<file path="src/rtl/mem_arbiter_pkg.sv">
// mem_arbiter_pkg: shared FSM/owner types and default bus widths for the memory arbiter
package mem_arbiter_pkg;
   localparam int ADDR_W_DEF = 64;
   localparam int DATA_W_DEF = 64;
   typedef enum logic [1:0] {IDLE, ISSUE, WAIT, RESP} state_t;
   typedef enum logic {OWN_IFU, OWN_LSU} owner_t;
endpackage

</file>
<file path="src/rtl/mem_arbiter_pick.sv">
// arb_pick: combinational winner selection between fetch and load/store requesters
//   i_ifu_valid / i_lsu_valid  requester valids
//   i_starve                   consecutive IFU losses so far
//   o_ifu_win / o_lsu_win      one-hot (or zero) winner; a win implies the matching valid
module arb_pick
   import mem_arbiter_pkg::*;
#(
   parameter int STARVE_MAX = 4,
   parameter int CNT_W      = 3
) (
   input  logic             i_ifu_valid,
   input  logic             i_lsu_valid,
   input  logic [CNT_W-1:0] i_starve,
   output logic             o_ifu_win,
   output logic             o_lsu_win
);
   logic w_starved;
   assign w_starved = (i_starve == CNT_W'(STARVE_MAX));
   // LSU has priority until the IFU has lost STARVE_MAX times in a row
   assign o_ifu_win = i_ifu_valid && (!i_lsu_valid || w_starved);
   assign o_lsu_win = i_lsu_valid && !(i_ifu_valid && w_starved);
endmodule

</file>
<file path="src/rtl/mem_arbiter.sv">
// mem_arbiter: single-outstanding arbiter sharing one memory port between IFU and LSU
//   clk, rst                         clock, asynchronous active-high reset
//   ifu_req_*/ifu_addr               fetch request (always a read)
//   ifu_resp_valid/ifu_rdata         one-cycle fetch response, data held until next response
//   lsu_req_*/lsu_addr/lsu_wen/...   load/store request
//   lsu_resp_valid/lsu_rdata         one-cycle load/store response (data 0 for stores)
//   mem_ren/mem_wen/mem_*            one-cycle memory strobe with latched payload
//   mem_resp_valid/mem_rdata         memory completion
module mem_arbiter
   import mem_arbiter_pkg::*;
#(
   parameter int ADDR_W     = ADDR_W_DEF,
   parameter int DATA_W     = DATA_W_DEF,
   parameter int STARVE_MAX = 4
) (
   input  logic              clk,
   input  logic              rst,
   input  logic              ifu_req_valid,
   output logic              ifu_req_ready,
   input  logic [ADDR_W-1:0] ifu_addr,
   output logic              ifu_resp_valid,
   output logic [DATA_W-1:0] ifu_rdata,
   input  logic              lsu_req_valid,
   output logic              lsu_req_ready,
   input  logic [ADDR_W-1:0] lsu_addr,
   input  logic              lsu_wen,
   input  logic [DATA_W-1:0] lsu_wdata,
   input  logic [7:0]        lsu_wmask,
   output logic              lsu_resp_valid,
   output logic [DATA_W-1:0] lsu_rdata,
   output logic              mem_ren,
   output logic              mem_wen,
   output logic [ADDR_W-1:0] mem_addr,
   output logic [DATA_W-1:0] mem_wdata,
   output logic [7:0]        mem_wmask,
   input  logic              mem_resp_valid,
   input  logic [DATA_W-1:0] mem_rdata
);
   localparam int CNT_W = $clog2(STARVE_MAX + 1);
   state_t            r_state, w_next;
   owner_t            r_owner;
   logic [ADDR_W-1:0] r_addr;
   logic              r_wen;
   logic [DATA_W-1:0] r_wdata, r_ifu_rdata, r_lsu_rdata;
   logic [7:0]        r_wmask;
   logic [CNT_W-1:0]  r_starve;
   logic              w_arb, w_ifu_win, w_lsu_win, w_ifu_hs, w_lsu_hs, w_mem_done;
   arb_pick #(.STARVE_MAX(STARVE_MAX), .CNT_W(CNT_W)) u_pick (
      .i_ifu_valid(ifu_req_valid),
      .i_lsu_valid(lsu_req_valid),
      .i_starve   (r_starve),
      .o_ifu_win  (w_ifu_win),
      .o_lsu_win  (w_lsu_win)
   );
   always_comb begin
      // rst gates the ready outputs so they drop the instant reset is asserted
      w_arb      = !rst && (r_state == IDLE || r_state == RESP);
      w_ifu_hs   = w_arb && w_ifu_win;
      w_lsu_hs   = w_arb && w_lsu_win;
      w_mem_done = (r_state == ISSUE || r_state == WAIT) && mem_resp_valid;
      w_next     = w_arb || r_state == IDLE || r_state == RESP
                 ? ((w_ifu_hs || w_lsu_hs) ? ISSUE : IDLE)
                 : (mem_resp_valid ? RESP : WAIT);
   end
   always_ff @(posedge clk or posedge rst) begin
      if (rst) begin
         r_state     <= IDLE;
         r_owner     <= OWN_IFU;
         r_addr      <= '0;
         r_wen       <= 1'b0;
         r_wdata     <= '0;
         r_wmask     <= '0;
         r_starve    <= '0;
         r_ifu_rdata <= '0;
         r_lsu_rdata <= '0;
      end else begin
         r_state <= w_next;
         if (w_ifu_hs) begin
            r_owner  <= OWN_IFU;
            r_addr   <= ifu_addr;
            r_wen    <= 1'b0;
            r_wdata  <= '0;
            r_wmask  <= '0;
            r_starve <= '0;
         end else if (w_lsu_hs) begin
            r_owner <= OWN_LSU;
            r_addr  <= lsu_addr;
            r_wen   <= lsu_wen;
            r_wdata <= lsu_wdata;
            r_wmask <= lsu_wmask;
            if (ifu_req_valid && r_starve != CNT_W'(STARVE_MAX))
               r_starve <= r_starve + 1'b1;
         end
         if (w_mem_done && r_owner == OWN_IFU)
            r_ifu_rdata <= mem_rdata;
         if (w_mem_done && r_owner == OWN_LSU)
            r_lsu_rdata <= r_wen ? '0 : mem_rdata;
      end
   end
   assign ifu_req_ready  = w_ifu_hs;
   assign lsu_req_ready  = w_lsu_hs;
   assign mem_ren        = r_state == ISSUE && !r_wen;
   assign mem_wen        = r_state == ISSUE && r_wen;
   assign mem_addr       = r_addr;
   assign mem_wdata      = r_wdata;
   assign mem_wmask      = r_wmask;
   assign ifu_resp_valid = r_state == RESP && r_owner == OWN_IFU;
   assign lsu_resp_valid = r_state == RESP && r_owner == OWN_LSU;
   assign ifu_rdata      = r_ifu_rdata;
   assign lsu_rdata      = r_lsu_rdata;
endmodule

</file>
<file path="config.mk">
export PLATFORM = sky130hd
export DESIGN_NAME = mem_arbiter
export DESIGN_NICKNAME = d
export VERILOG_FILES = /design/src/rtl/mem_arbiter_pkg.sv /design/src/rtl/mem_arbiter_pick.sv /design/src/rtl/mem_arbiter.sv
export SDC_FILE = /design/constraint.sdc
export NUM_CORES = 1
export LEC_CHECK = 0
export CORE_AREA = 3 3 207 209
export CTS_CLUSTER_DIAMETER = 100
export DETAILED_ROUTE_END_ITERATION = 16
export DIE_AREA = 0 0 210 212
export HOLD_SLACK_MARGIN = 0.08
export PLACE_DENSITY = 0.56
export SYNTH_ARGS = -nofsm -noshare
export SYNTH_HDL_FRONTEND = slang
export SYNTH_SLANG_ARGS = --single-unit
</file>
<file path="constraint.sdc">
create_clock -name clk -period 25.2 [get_ports clk]
set_clock_uncertainty 0.1 [all_clocks]
set_input_delay 5.04 -clock clk [delete_from_list [all_inputs] [get_ports clk]]
set_output_delay 5.04 -clock clk [all_outputs]
set_load 0.05 [all_outputs]
</file>
### Word-level counts from Yosys, hierarchy flattened

Cells that the tools add are included.

* register bits after elaboration: 271
* output and inout bits: 270
* word-level logic and storage cells: 61

* $add $sub $neg: 1
* equality and inequality tests: 5
* muxes and demuxes: 17
* bitwise logic cells: 1
* reduce and logical (&&, ||, !) cells: 28

Operators with widths (count)
* 64-bit two-way mux: 5
* 8-bit two-way mux: 2
* 1-bit logical AND: 14
* 3-bit two-way mux: 3
* 1-bit logical OR: 6
* 1-bit two-way mux: 6
* 2-bit == test, second input constant: 2
* 1-bit zero test: 4
* 2-bit nonzero test: 2
* 3-bit by 1-bit adder with 3-bit output, second input constant: 1
* 3-bit == test, second input constant: 1
* 3-bit inequality test, second input constant: 1
* 2-bit by 1-bit == test with 1-bit output, second input constant: 1
* 2-bit zero test: 1
* 2-bit two-way mux: 1
* 2-bit AND reduction: 1
* 1-bit inverter: 1

### Logic depth before layout (Yosys ltp)

Gate-level depths: netlist of the first run.

* word-level depth: 8
* gate-level depth with buffers: 8
* depth with buffers taken out: 5

### Modules after synthesis

Synthesis of the first run repeated with hierarchy kept, for this count alone.

* cells, all modules: 823
* area total of the unflattened synthesis: 11054.4 sq um

By module, submodules not included
* mem_arbiter: times used 1, cells each 819, area each 11029.3 sq um
* arb_pick: times used 1, cells each 4, area each 25.0 sq um

### Worst setup path before layout of the first run

No wires, ideal clock.

* path type: input -> output
* from: input rst
* to: output ifu_req_ready
* arrival: 6.261 ns
* slack: 13.799 ns
* stages on the path: 4
* path buffers: 2
* cell sequence: nand3b_1 -> buf_2 -> buf_2 -> nor2_1

* cells in the longest elaborated chain, start to end: 3

Ends and longest elaborated chain
* start, declared: RTL line mem_arbiter.sv:17 `input logic rst,`
* 1-bit zero test (no source line)
* 1-bit logical AND: RTL line mem_arbiter.sv:57 `w_arb = !rst && (r_state == IDLE || r_state == RESP);`
* 1-bit logical AND: RTL line mem_arbiter.sv:58 `w_ifu_hs = w_arb && w_ifu_win;`
* end, declared: RTL line mem_arbiter.sv:19 `output logic ifu_req_ready,`

Every way passes these cells.

### Worst setup path after layout of the first run

* from: input rst
* to: output lsu_req_ready

* cells in the longest elaborated chain, start to end: 3

Ends and longest elaborated chain
* 1-bit zero test (no source line)
* 1-bit logical AND: RTL line mem_arbiter.sv:57
* 1-bit logical AND: RTL line mem_arbiter.sv:59 `w_lsu_hs = w_arb && w_lsu_win;`
* end, declared: RTL line mem_arbiter.sv:24 `output logic lsu_req_ready,`

Every way passes these cells.

==> impl_metrics.json, run 1 <==
{
  "rrSetupSlack_ps": 21990,
  "worst_slew_pin_slew_ps": 1070,
  "cts_root_buf": "clkbuf_16",
  "dpl.hpwl_um": 27800,
  "synth_edf_count": 0,
  "coreArea_um2": 41000,
  "max_freq_ghz": 0.0790,
  "rsz0062_at_grt": "false",
  "grt_max_degree": 124,
  "tritoncts": "built",
  "min-delay-start": "lsu_rdata[37]",
  "grtUsageTotal_pct": 16.9,
  "synth_most_common_cell": "dfrtp_1",
  "cp-start-kind": "input pin",
  "drt_pass1_iterations": 4,
  "fin_crit_ps": 12660,
  "vias": 8821,
  "globalRouteOverflowTotal": 0,
  "regArea_um2": 6780,
  "r2r_start": "r_state[0]",
  "place_area_um2": 16600,
  "holdPathStages": 2,
  "portBuffers": 539,
  "syn_area_um2": 10800,
  "holdBufCountCts": 0,
  "stdcell_count": 1906,
  "die_x_um": 210,
  "antenna_left": 0,
  "end_kind": "primary output",
  "pwr_density_cell_nw_per_um2": 159,
  "routabilityCongestion": 0.768,
  "synth_flop_cell": "dfrtp_1",
  "path_max_fanout": 57,
  "dp.cells": 1842,
  "area_delta_synth_final_pct": 64.9,
  "cts_resized": 0,
  "yosysUniqueCellTypes": 29,
  "critPathArrivalTime_ps": 7520,
  "cap_violations": 0,
  "wl_per_cell_um": 20.5,
  "rows": 74,
  "required_ps": 20060,
  "antenna_found_initial": 5,
  "wirelength_um": 39000,
  "multiInputGateArea_um2": 3670,
  "post-cts-setup-buffer-count": 0,
  "routed_via_density": 4.63,
  "min_path_type": "reg2reg",
  "rr_endpoint": "mem_addr[14]",
  "holdWs_ps": 374,
  "grt_pass1_wl_um": 58300,
  "leakage_nw": 7.41,
  "clkSlewWorstSetupHoldPaths_ps": 50,
  "synth-seq-cells": 271,
  "finalMaxSlewViolations": 0,
  "dieHeight_um": 212,
  "fin_tns_setup_ps": 0,
  "synthTopCellsByArea": "dfrtp_1 63%, mux2_2 6.1%, a221o_1 5.9%",
  "synth_fp_nets": 1108,
  "setup_violations": 0,
  "grt_pass1_vias": 9291,
  "critical_path_class": "in2out",
  "worstSkewPairLatency_ps": 520,
  "fillers": 3878,
  "vdd_drop_max_v": 0.0000606,
  "num-nets-final": 1622,
  "synth_common_cells": "271 x dfrtp_1, 73 x a22o_1, 67 x nand2_1",
  "drive_gt1_share_pct": 9.41,
  "cts.sinks": 271,
  "ys_seq_area_share_pct": 62.7,
  "clock_path_buffers": 3,
  "htreeDepth": 2,
  "synth_top_area_cell": "dfrtp_1",
  "hold_viol_final": 0,
  "worstHoldEndpoint": "lsu_rdata[37]",
  "avgSynthCellArea_um2": 13.0,
  "drc": 0,
  "postLayoutCoreUtil_pct": 43.5,
  "numCtsBuffers": 35,
  "die_area_um2": 44500,
  "drtIter0Drc": 487,
  "num_io_pins": 540,
  "async_flop_share_pct": 100,
  "final_cell_area_um2": 17800,
  "slew_headroom_pct": 28.8,
  "rr_worst_depth": 5,
  "status": "completed",
  "syn_inst": 834,
  "synth_top_area_share_pct": 62.7,
  "start_util_pct": 26.4,
  "fin_crit_sh_pct": 50.2,
  "yosys_warnings": 0
}
==> layout make-up <==
class | count | area share [%]
flip-flops and latches | 271 | 38.0
repair buffers | 549 | 30.7
multi-input cells | 485 | 20.6
clock buffers | 51 | 5.93
well taps | 532 | 3.73
clock inverters | 9 | 0.855
inverters | 6 | 0.168
diodes | 3 | 0.0421
==> layer usage <==
metal	global-route usage, %	share of wire [%]	vias to the layer above
li1	-	-	4070
met1	19.9	40	4315
met3	6.85	9.2	58
met5	0	0.033	-
met2	28.7	49	376
met4	4.79	2.4	2
==> sequential cells by signal (all words and copies together) (netlist names) <==
| register | flops |
|---|---|
| mem_addr | 64 |
| r_wen | 1 |
| lsu_rdata | 64 |
| ifu_rdata | 64 |
| mem_wdata | 64 |
| r_starve | 3 |
| r_owner | 1 |
| r_state | 2 |
| mem_wmask | 8 |
==> cells by family (layout without fill, tap and decap cells) <==
logic type / after synthesis / in the layout / synth area share [%]
compound gates: 206 / 206 / 15.1
xor+xnor: 1 / 1 / 0.0809
fa+ha+maj: 4 / 4 / 0.462
buf+inv: 78 / 615 / 3.65
flops: 271 / 271 / 62.7
mux: 64 / 64 / 6.66
other cells: 0 / 3 / 0
simple gates: 210 / 210 / 11.4
==> power breakdown <==
group	total (W)	leakage, nW	switching (W)	internal [W]
clock	0.000521	0.597	0.000190	0.000331
sequential	0.000744	3.39	0.000111	0.000633
combinational	0.00157	3.42	0.00101	0.000554
==> cell usage in the layout, fill, tap and decap left out, types with 6 or more instances in the layout <==
cell type	count
nand2_1	67
dfrtp_1	271
nor3b_1	64
nand2b_1	65
clkbuf_8	8
clkdlybuf4s50_1	539
o21ai_0	66
clkbuf_16	37
buf_4	9
a221o_1	64
mux2_2	59
a22o_1	73
clkbuf_1	6
==> through the flow <==
stage / worst slack (ps) / total power, W
2_1_floorplan: 12590 / 0.00177
3_3_place_gp: 12590 / 0.00232
3_5_place_dp: 12560 / 0.00233
4_1_cts: 12550 / 0.00287
5_1_grt: 12480 / 0.00296
6_report: 12540 / 0.00283
==> worst max-delay path, cell delays in order <==
cell             delay, ps
clkdlybuf4s50_1        550
nor2b_2                270
and3_4                 710
clkdlybuf4s50_1        930
==> how the worst max path moves through the flow <==
stage | startpoint | end | slack [ps]
6_report | rst | lsu_req_ready | 12540
5_1_grt | rst | lsu_req_ready | 12480
4_1_cts | rst | lsu_req_ready | 12550
3_5_place_dp | rst | lsu_req_ready | 12560
3_3_place_gp | rst | lsu_req_ready | 12590
2_1_floorplan | rst | ifu_rdata[0] | 12590
No activity file was read; power rests on OpenSTA's default activity.
==> inputs of run 2 (changes only) <==
--- a/config.mk
+++ b/config.mk
@@ -5,12 +5,12 @@
 export SDC_FILE = /design/constraint.sdc
 export NUM_CORES = 1
 export LEC_CHECK = 0
-export CORE_AREA = 3 3 207 209
+export CORE_AREA = 3 3 209 211
 export CTS_CLUSTER_DIAMETER = 100
 export DETAILED_ROUTE_END_ITERATION = 16
-export DIE_AREA = 0 0 210 212
+export DIE_AREA = 0 0 212 214
 export HOLD_SLACK_MARGIN = 0.08
-export PLACE_DENSITY = 0.56
+export PLACE_DENSITY = 0.57
 export SYNTH_ARGS = -nofsm -noshare
 export SYNTH_HDL_FRONTEND = slang
 export SYNTH_SLANG_ARGS = --single-unit
==> constraint.sdc (replaced) <==
create_clock -name clk -period 10.98 [get_ports clk]
set_clock_uncertainty 0.1 [all_clocks]
set_input_delay 2.196 -clock clk [delete_from_list [all_inputs] [get_ports clk]]
set_output_delay 2.196 -clock clk [all_outputs]
set_load 0.05 [all_outputs]
==> run 2 against run 1 <==
Compared with the run above:
- flip-flop and latch count did not move
- register-to-register slack worse by 14000 ps
- cell count is 0.16% lower
==> impl_metrics.json, run 2 (synthesized netlist as in run 1, its figures left out) <==
{
  "wl_per_cell_um": 20.4,
  "pwr_density_cell_nw_per_um2": 358,
  "slew_headroom_pct": 32.5,
  "grt_pass1_wl_um": 58800,
  "end_kind": "primary output",
  "fin_tns_setup_ps": 0,
  "critical_path_class": "in2out",
  "cts.sinks": 271,
  "crit_path_end": "lsu_req_ready",
  "start_util_pct": 25.8,
  "drt_pass1_iterations": 4,
  "critPathArrivalTime_ps": 4660,
  "cp-start-kind": "input pin",
  "startpoint": "rst",
  "path_max_fanout": 59,
  "r2r_start": "r_state[0]",
  "min_path_type": "reg2reg",
  "crit_family": "buffers and inverters",
  "clkSlewWorstSetupHoldPaths_ps": 60,
  "holdBufCountCts": 0,
  "die_x_um": 212,
  "stdcell_count": 1903,
  "dp.cells": 1849,
  "required_ps": 8680,
  "globalRouteOverflowTotal": 0,
  "leakage_nw": 7.30,
  "cts_root_buf": "clkbuf_16",
  "antenna_left": 0,
  "rr_endpoint": "mem_wdata[44]",
  "holdWs_ps": 374,
  "vdd_drop_max_v": 0.000135,
  "rsz0062_at_grt": "false",
  "postLayoutCoreUtil_pct": 42.0,
  "rows": 75,
  "tritoncts": "built",
  "setup_violations": 0,
  "path_depth": 4,
  "final_cell_area_um2": 17600,
  "path_cells": "clkdlybuf4s50_1, nor2b_2, and3_4, clkdlybuf4s50_1",
  "diodes": 0,
  "fin_crit_sh_pct": 63.4,
  "drc": 0,
  "rrSetupSlack_ps": 7870,
  "rr_worst_depth": 6,
  "cap_violations": 0,
  "clock_path_buffers": 3,
  "die_area_um2": 45400,
  "dieHeight_um": 214,
  "slowest_delay_ps": 930,
  "wirelength_um": 38800,
  "num_io_pins": 540,
  "crit_path_frequent_cell": "clkdlybuf4s50_1",
  "finalMaxSlewViolations": 0,
  "grtUsageTotal_pct": 16.5,
  "coreArea_um2": 41900,
  "drtIter0Drc": 420,
  "hold_viol_final": 0,
  "portBuffers": 539,
  "worst_slew_pin_slew_ps": 1010,
  "max_freq_ghz": 0.144,
  "vias": 8727,
  "numCtsBuffers": 31,
  "routed_via_density": 4.59,
  "grt_max_degree": 146,
  "grt_pass1_vias": 9408,
  "status": "completed",
  "final_common_cell": "clkdlybuf4s50_1",
  "cts_resized": 0,
  "fin_crit_ps": 6960,
  "dpl.hpwl_um": 27700,
  "slowest_stage": "clkdlybuf4s50_1",
  "drive_gt1_share_pct": 8.94,
  "crit_buf_inv": 2,
  "place_area_um2": 16600,
  "worstSkewPairLatency_ps": 550,
  "area_delta_synth_final_pct": 62.8,
  "routabilityCongestion": 0.769,
  "layout_common_cells": "539 x clkdlybuf4s50_1, 271 x dfrtp_1, 73 x a22o_1, 67 x nand2_1, 66 x o21ai_0",
  "htreeDepth": 1,
  "post-cts-setup-buffer-count": 0,
  "num-nets-final": 1617,
  "antenna_found_initial": 5
}
-- run 2: cell types whose count changed in the layout (fill, tap and decap cells not counted), sizes merged --
cell,change
buf,-1
bufinv,-3
clkbuf,-5
clkinv,+1
clkinvlp,+1
diode,-3
-- run 2: worst register-to-register path: stages (launching register included) --
cell     delay, ps
dfrtp_1        380
ha_1           390
nor2b_2        220
o21ai_4        310
buf_4          470
buf_4          770
a22o_1         420
-- run 2: power by group --
| part | internal, W | switching (W) | leakage [nW] |
|---|---|---|---|
| clock network | 0.000597 | 0.000415 | 0.492 |
| logic | 0.00127 | 0.00233 | 3.42 |
| registers | 0.00145 | 0.000252 | 3.39 |
-- run 2: per-layer routing --
| layer | up-vias | track usage [%] | part of all wire (%) |
|---|---|---|---|
| li1 | 4044 | - | - |
| met1 | 4264 | 19.1 | 39 |
| met2 | 356 | 28.2 | 48 |
| met3 | 55 | 6.94 | 11 |
| met4 | 8 | 3.77 | 1.9 |
| met5 | - | 0 | 0.14 |
-- run 2: how the worst min path moves through the flow --
stage                     cells after the start             to  slack [ps]           from
after floorplan                               2    r_starve[1]         380    r_starve[1]
after global placement                        2  lsu_rdata[21]         360  lsu_rdata[21]
after detailed placement                      2   lsu_rdata[9]         370   lsu_rdata[9]
after CTS                                     2  lsu_rdata[24]         380  lsu_rdata[24]
after global routing                          2  lsu_rdata[43]         400  lsu_rdata[43]
final                                         2  lsu_rdata[43]         370  lsu_rdata[43]
-- run 2: stage by stage --
stage	setup WS, ps	total power (W)
6_report	4020	0.00632
5_1_grt	3880	0.00663
4_1_cts	4020	0.00640
3_5_place_dp	4020	0.00536
3_3_place_gp	4040	0.00533
2_1_floorplan	1220	0.00405
-- run 2: area by class of cell --
class	count	area, um2
multi-input combinational	485	3670
fill	3978	24300
sequential	271	6780
clock inverter	8	67.6
clock buffer	46	922
inverter	6	30.0
timing repair buffer	548	5480
tap	539	674
==> inputs of run 3 (changes only) <==
--- a/config.mk
+++ b/config.mk
@@ -5,12 +5,12 @@
 export SDC_FILE = /design/constraint.sdc
 export NUM_CORES = 1
 export LEC_CHECK = 0
-export CORE_AREA = 3 3 209 211
+export CORE_AREA = 3 3 207 209
 export CTS_CLUSTER_DIAMETER = 100
 export DETAILED_ROUTE_END_ITERATION = 16
-export DIE_AREA = 0 0 212 214
+export DIE_AREA = 0 0 210 212
 export HOLD_SLACK_MARGIN = 0.08
-export PLACE_DENSITY = 0.57
+export PLACE_DENSITY = 0.56
 export SYNTH_ARGS = -nofsm -noshare
 export SYNTH_HDL_FRONTEND = slang
 export SYNTH_SLANG_ARGS = --single-unit
==> constraint.sdc (replaced) <==
create_clock -name clk -period 6.9 [get_ports clk]
set_clock_uncertainty 0.1 [all_clocks]
set_input_delay 1.38 -clock clk [delete_from_list [all_inputs] [get_ports clk]]
set_output_delay 1.38 -clock clk [all_outputs]
set_load 0.05 [all_outputs]
==> run 3 against run 2 <==
Compared with the run above:
- register-to-register slack got worse by 4200 ps
- first-iteration DRC count up 1.4%
- cell count shrank 0.11%
- utilization grew 1.0 points
- flip-flop and latch count is the same
- clock power is 56% higher
- design area up 0.11%
- sequential share of layout area hardly changed
- power grew 59%
==> impl_metrics.json, run 3 (synthesized netlist as in run 1, its figures left out) <==
{
  "power_w": 0.0101,
  "wl_per_cell_um": 20.9,
  "start_util_pct": 26.4,
  "cp-start-kind": "input pin",
  "rr_endpoint": "mem_wdata[41]",
  "rrSetupSlack_ps": 3640,
  "dpl.hpwl_um": 28400,
  "vdd_drop_max_v": 0.000268,
  "grt_max_degree": 127,
  "wirelength_um": 39800,
  "drt_pass1_iterations": 4,
  "postLayoutCoreUtil_pct": 43.0,
  "final_common_cell": "clkdlybuf4s50_1",
  "drc": 0,
  "grtUsageTotal_pct": 17.0,
  "die_area_um2": 44500,
  "routed_via_density": 4.60,
  "finalMaxSlewViolations": 0,
  "critical_path_class": "in2out",
  "grt_pass1_wl_um": 59000,
  "grt_pass1_vias": 9145,
  "hold_viol_final": 0,
  "crit_path_frequent_cell": "clkdlybuf4s50_1",
  "antenna_found_initial": 2,
  "crit_path_end": "lsu_req_ready",
  "fin_tns_setup_ps": 0,
  "setup_ws_ps": 2250,
  "cts_resized": 0,
  "rows": 74,
  "r2r_start": "r_state[0]",
  "clock_path_buffers": 3,
  "end_kind": "primary output",
  "globalRouteOverflowTotal": 0,
  "coreArea_um2": 41000,
  "cap_violations": 0,
  "dp_slack_ps": 2260,
  "worstSkewPairLatency_ps": 560,
  "slew_headroom_pct": 32.0,
  "status": "completed",
  "rsz0062_at_grt": "false",
  "fin_crit_ps": 4650,
  "path_max_fanout": 4,
  "num_io_pins": 540,
  "tritoncts": "built",
  "min_path_type": "reg2reg",
  "max_freq_ghz": 0.215,
  "vias": 8744,
  "worst_slew_pin_slew_ps": 1020,
  "holdBufCountCts": 0,
  "rr_worst_depth": 6,
  "slowest_stage": "clkdlybuf4s50_1",
  "antenna_left": 0,
  "drive_gt1_share_pct": 8.93,
  "drtIter0Drc": 426,
  "post-cts-setup-buffer-count": 0,
  "pwr_density_cell_nw_per_um2": 570,
  "setup_violations": 0,
  "fin_crit_sh_pct": 67.3,
  "routabilityCongestion": 0.754,
  "startpoint": "rst",
  "dieHeight_um": 212,
  "numCtsBuffers": 31,
  "portBuffers": 539,
  "layout_common_cells": "539 x clkdlybuf4s50_1, 271 x dfrtp_1, 73 x a22o_1, 67 x nand2_1, 66 x o21ai_0",
  "clkSlewWorstSetupHoldPaths_ps": 50,
  "die_x_um": 210,
  "crit_buf_inv": 2,
  "leakage_nw": 7.30,
  "cts.sinks": 271,
  "path_cells": "clkdlybuf4s50_1, nor2b_2, and3_4, clkdlybuf4s50_1",
  "critPathArrivalTime_ps": 3170,
  "slowest_delay_ps": 800,
  "htreeDepth": 1,
  "crit_family": "buffers and inverters",
  "area_delta_synth_final_pct": 63.0,
  "num-nets-final": 1618,
  "required_ps": 5420,
  "cts_root_buf": "clkbuf_16",
  "path_depth": 4
}
[run 3: changes by cell type in the layout (fill, tap and decap cells not counted), sizes merged]
cell      previous run  this run
buf                  9        10
clkbuf              46        45
clkinv               6         7
clkinvlp             1         2
diode                0         3
[run 3: how the worst min path moves through the flow]
stage                        startpoint             to  slack [ps]  cells after the start
final                     lsu_rdata[22]  lsu_rdata[22]         380                      2
after global routing      lsu_rdata[52]  lsu_rdata[52]         400                      2
after CTS                 lsu_rdata[32]  lsu_rdata[32]         380                      2
after detailed placement  lsu_rdata[53]  lsu_rdata[53]         370                      2
after global placement     lsu_rdata[3]   lsu_rdata[3]         360                      2
after floorplan             r_starve[1]    r_starve[1]         380                      2
[run 3: final cells by class]
cell class | count | area (um2)
Clock inverter | 10 | 81.3
Antenna cell | 3 | 7.51
Clock buffer | 45 | 888
Sequential cell | 271 | 6780
Timing Repair Buffer | 549 | 5520
Inverter | 6 | 26.3
Fill cell | 3952 | 23400
Tap cell | 532 | 666
Multi-Input combinational cell | 485 | 3670
[run 3: power by group]
group	leakage [nW]	total (W)	switching, W	internal (W)
Sequential	3.39	0.00271	0.000400	0.00231
Combinational	3.43	0.00576	0.00373	0.00203
Clock	0.481	0.00158	0.000657	0.000922
[run 3: routing by layer]
layer / track usage (%) / up-vias / routed length, um
met1: 20.7 / 4299 / 15800
li1: - / 4049 / -
met4: 3.49 / 0 / 592
met2: 29.4 / 363 / 19600
met5: 0 / - / 0
met3: 6.14 / 33 / 3780
[run 3: worst register-to-register path: cells and delay by family, from the launching register on]
kind | cells | cell delay [ps]
adder cells (fa/ha/maj) | 1 | 410
AO/OA/AOI/OAI | 1 | 360
AND/OR/NAND/NOR | 2 | 510
buffers and inverters | 2 | 1410
flip-flops | 1 | 390
[run 3: per-stage QoR]
step	cell area (um2)	hold WS [ps]	cells
2_1_floorplan	10800	375	834
3_3_place_gp	16700	362	1843
3_5_place_dp	16700	369	1843
4_1_cts	17600	382	1898
5_1_grt	17600	403	1898
6_report	17600	377	1901
